$ cat src/rtl/pc_fetch_unit.sv
// pc_fetch_unit: program counter with request/valid instruction fetch and branch target resolution
// Define PC_FETCH_PERF_CNT_EN to add saturating RETIRED_CNT/TAKEN_CNT outputs.
module pc_fetch_unit #(
    parameter int PC_W = 32,
    parameter int OFF_W = 8,
    parameter int INSTR_W = 32,
    parameter int INSTR_BYTES = 4,
    parameter logic [PC_W-1:0] RESET_PC = '0,
    parameter int CNT_W = 16
) (
    input  logic               CLK,
    input  logic               RESET,
    output logic               IMEM_REQ,
    output logic [PC_W-1:0]    IMEM_ADDR,
    input  logic               IMEM_VALID,
    input  logic [INSTR_W-1:0] IMEM_DATA,
    output logic [INSTR_W-1:0] INSTR,
    output logic               INSTR_VALID,
    output logic [PC_W-1:0]    PC,
    input  logic               HOLD,
    input  logic [1:0]         BR_TYPE,
    input  logic               BR_ZERO,
    input  logic [OFF_W-1:0]   BR_OFFSET
`ifdef PC_FETCH_PERF_CNT_EN
    ,
    output logic [CNT_W-1:0]   RETIRED_CNT,
    output logic [CNT_W-1:0]   TAKEN_CNT
`endif
);
    localparam int SH = $clog2(INSTR_BYTES);
    localparam logic [PC_W-1:0] LOW = PC_W'(INSTR_BYTES - 1);

    typedef enum logic {FETCH, ISSUE} state_t;
    state_t state;

    logic taken, retire;
    logic [PC_W-1:0] seq_pc, tgt_pc;

    // 01 jump, 10 BEQ (zero), 11 BNE (not zero), 00 never
    assign taken = BR_TYPE[1] ? (BR_ZERO ^ BR_TYPE[0]) : BR_TYPE[0];
    assign retire = state == ISSUE && !HOLD;
    assign seq_pc = PC + PC_W'(INSTR_BYTES);
    assign tgt_pc = seq_pc + (PC_W'($signed(BR_OFFSET)) << SH);
    assign IMEM_REQ = state == FETCH;
    assign IMEM_ADDR = PC;

    always_ff @(posedge CLK) begin
        if (RESET) begin
            state <= FETCH;
            PC <= RESET_PC & ~LOW;
            INSTR <= '0;
            INSTR_VALID <= 1'b0;
        end else if (state == FETCH && IMEM_VALID) begin
            INSTR <= IMEM_DATA;
            INSTR_VALID <= 1'b1;
            state <= ISSUE;
        end else if (retire) begin
            PC <= taken ? tgt_pc : seq_pc;
            INSTR_VALID <= 1'b0;
            state <= FETCH;
        end
    end

`ifdef PC_FETCH_PERF_CNT_EN
    always_ff @(posedge CLK) begin
        if (RESET) begin
            RETIRED_CNT <= '0;
            TAKEN_CNT <= '0;
        end else if (retire) begin
            if (!(&RETIRED_CNT)) RETIRED_CNT <= RETIRED_CNT + CNT_W'(1);
            if (taken && !(&TAKEN_CNT)) TAKEN_CNT <= TAKEN_CNT + CNT_W'(1);
        end
    end
`endif
endmodule

$ cat config.mk
export PLATFORM = sky130hd
export DESIGN_NAME = pc_fetch_unit
export DESIGN_NICKNAME = d
export VERILOG_FILES = /design/src/rtl/pc_fetch_unit.sv
export SDC_FILE = /design/constraint.sdc
export NUM_CORES = 1
export LEC_CHECK = 0
export CORE_MARGIN = 3
export CORE_UTILIZATION = 49
export CTS_CLUSTER_DIAMETER = 200
export DETAILED_ROUTE_END_ITERATION = 10
export GPL_TIMING_DRIVEN = 0
export PLACE_DENSITY_LB_ADDON = 0.1
export SLEW_MARGIN = 40
export SYNTH_ARGS = -nofsm -noshare
export SYNTH_HDL_FRONTEND = slang
export SYNTH_SLANG_ARGS = --single-unit
$ cat constraint.sdc
create_clock -name CLK -period 4.6 [get_ports CLK]
set_input_delay 0.92 -clock CLK [delete_from_list [all_inputs] [get_ports CLK]]
set_output_delay 0.92 -clock CLK [all_outputs]
set_load 0.005 [all_outputs]
==> reports/results.ini <==
[outcome]
status = finished, final reports clean

[placed_design]
globalplace.congestion = 0.961
port_buffers = 139
place_hpwl_um = 12300

[clocking]
postCtsSetupRepairBufs = 0
cts_buffers = 9
clock_latency_ns = 0.35
h-tree-depth = 3
cts_hold_buf = 0
cts_max_path_buffers = 2
cts-root-buf = clkbuf_8
tritoncts = yes
clock_sinks = 63
cts_resized = 0
cts.clk_slew.worst_paths_ns = 0.07

[timing]
slew_headroom = 0.544
finalHoldViolCount = 0
worst_pin_slew_ns = 0.684
final-setup-viol-count = 0
tns_ns = 0
finClkSkew_ns = 0.0117
fin_hold_ws_ns = 0.456
finalMaxSlewViolations = 0
rsz0062_at_grt = no
period_share = 0.905
period_minus_slack_ns = 4.17
max_freq_mhz = 240

[power_and_ir_drop]
p_leak_nw = 2.80
ir_drop_v = 0.000147
p_total_mw = 1.66
p_per_area_nw_per_um2 = 244

[critical_path]
worst-path-max-fanout = 8
required_ns = 4.81
cp-end-kind = register
worstPathArrival_ns = 4.37
crit_type = reg2reg
setup.worst_path.start_class = register

[finish]
layout.nets = 905
antenna_cells = 0
regArea_um2 = 1260
n_fill_cell = 872
layout-drive-gt1-share = 0.0825
area.growth.synth_to_final_pct = 36.0
multi_input_area_um2 = 3330

[global_route]
antenna_found_initial = 0
grt_overflow = 0
grt_pass1_wl_um = 25600
grt_use_total = 0.279
grt_pass1_vias = 5288
grt_max_degree = 30

[route]
ant_nets = 0
detail_route.wl_per_cell_um = 16.7
first_pass_iters = 5
drc = 0
drt_iter0_drc = 392
totalWireLength_um = 16000
vias_per_cell = 5.67
vias = 5425

[floorplanning]
num_rows = 36
dieArea_um2 = 11400
core_area_um2 = 9860
die_height_um = 107
die_w_um = 107
ioPinCount = 145
initial_core_util = 0.506

[flow_run]
cap_violations = 0

[yosys]
postSynth.asyncResetShare = 0
ys.flop_type = dfxtp_1
ys_seq_elements = 63
avgSynthCellArea_um2 = 7.49
synth_area_um2 = 5000
synth_edf_count = 0
synth_warnings = 0
synth_cells = 667
synth_cell_type_count = 55
synth.yosys.seq_area_share = 0.252

[min_path]
hold_path.class = reg2reg

==> cell families (layout without fill, tap and decap cells) <==
group           after synthesis  after routing  synth area share
fa+ha+maj                    38             38            0.0967
other cells                   1              4          0.000751
simple gates                244            244             0.226
mux                           6              6            0.0125
buf+inv                      76            230            0.0831
compound gates              185            185             0.234
xor+xnor                     54             54            0.0947
flops                        63             63             0.252
==> state kept, by name, summed over array words and instances (netlist names) <==
signal / count
IMEM_ADDR: 30
INSTR: 32
state: 1
==> routing by layer <==
metal  vias to the layer above  wire length [um]  GRT usage
li1                       2639                 -          -
met1                      2548              6690      0.349
met2                       197              7950      0.484
met3                        41               911     0.0458
met4                         0               466     0.0959
met5                         -                 0          0
==> synth_stat cells, types with 2 or more instances <==
cell / n / area, um^2
a21o_1: 17 / 128
xor2_1: 20 / 175
nor2b_1: 4 / 25.0
a211oi_1: 10 / 75.1
nor2_1: 49 / 184
a211o_1: 2 / 17.5
o21bai_1: 3 / 22.5
nand3_1: 19 / 95.1
ha_1: 37 / 463
o21ai_0: 34 / 170
nand2b_1: 5 / 31.3
a22oi_1: 4 / 30.0
buf_4: 34 / 255
a21oi_1: 74 / 370
a221oi_1: 4 / 35.0
a2111oi_0: 3 / 26.3
inv_1: 10 / 37.5
nand2_1: 116 / 435
nand4_1: 10 / 62.6
a221oi_2: 2 / 30.0
nand3b_1: 2 / 15.0
nor3_1: 7 / 35.0
a311oi_1: 4 / 35.0
o211ai_1: 3 / 22.5
and4_1: 3 / 26.3
a41oi_1: 2 / 17.5
nor4_1: 2 / 12.5
o221a_2: 2 / 22.5
a31oi_1: 5 / 31.3
xnor2_1: 34 / 298
mux2i_1: 4 / 40.0
clkbuf_1: 30 / 113
o22ai_1: 5 / 31.3
o21a_1: 2 / 15.0
and2_1: 5 / 31.3
a31o_2: 3 / 26.3
dfxtp_1: 63 / 1260
buf_2: 2 / 10.0
and3_1: 16 / 100
==> worst max-delay path, cell delays in order, from the launching register on <==
cell     delay (ns)
dfxtp_1        0.49
and3_1         0.22
buf_2          0.21
nand4_4        0.22
nor2b_1        0.47
nand3_1        0.22
xnor2_1        0.32
ha_1           0.32
and2_1         0.18
a31o_2         0.27
or3b_2         0.46
o21ai_1        0.26
mux2i_1        0.27
o22ai_1        0.11
==> through the flow <==
step / std cells / worst slack [ns] / utilization / instance area (um^2)
after floorplan: 670 / 1.12 / - / 5010
after global placement: 942 / -0.0664 / 0.666 / 6570
after detailed placement: 942 / 0.392 / 0.665 / 6560
after CTS: 957 / 0.453 / 0.689 / 6790
after global routing: 957 / 0.151 / 0.689 / 6800
final: 957 / 0.435 / 0.689 / 6800
==> area by class of cell <==
cell class | instances | area share
multi-input cells | 531 | 0.490
repair buffers | 139 | 0.204
flip-flops and latches | 63 | 0.186
plain buffers | 66 | 0.0556
well taps | 133 | 0.0245
clock buffers | 9 | 0.0182
clock inverters | 6 | 0.0162
inverters | 10 | 0.00552
==> final timing paths <==
| check | start | slack, ns | cells past startpoint | endpoint |
|---|---|---|---|---|
| worst max-delay path | IMEM_ADDR[4]$_SDFFE_PP0P_ | 0.43 | 13 | IMEM_ADDR[31]$_SDFFE_PP0P_ |
| worst min-delay path | INSTR[3]$_SDFFE_PP0P_ | 0.46 | 2 | INSTR[3]$_SDFFE_PP0P_ |
| worst max register to register | IMEM_ADDR[4]$_SDFFE_PP0P_ | 0.43 | 13 | IMEM_ADDR[31]$_SDFFE_PP0P_ |
| worst min register to register | INSTR[3]$_SDFFE_PP0P_ | 0.46 | 2 | INSTR[3]$_SDFFE_PP0P_ |
==> where the power goes <==
| group | internal [mW] | switching [mW] |
|---|---|---|
| registers | 0.575 | 0.0317 |
| logic | 0.232 | 0.234 |
| clock network | 0.356 | 0.230 |
| total | 1.16 | 0.496 |
==> placed cells by master (no fill, tap or decap), types with 7 or more instances in the layout <==
master           count
a211oi_1            10
a21o_1              17
a21oi_1             74
and3_1              16
buf_4               34
clkbuf_1            30
clkbuf_8             9
clkdlybuf4s50_1    138
dfxtp_1             63
ha_1                37
inv_1               10
nand2_1            116
nand3_1             19
nand4_1             10
nor2_1              48
nor3_1               7
o21ai_0             34
xnor2_1             34
xor2_1              20
Power figures use the tool's default switching activity.
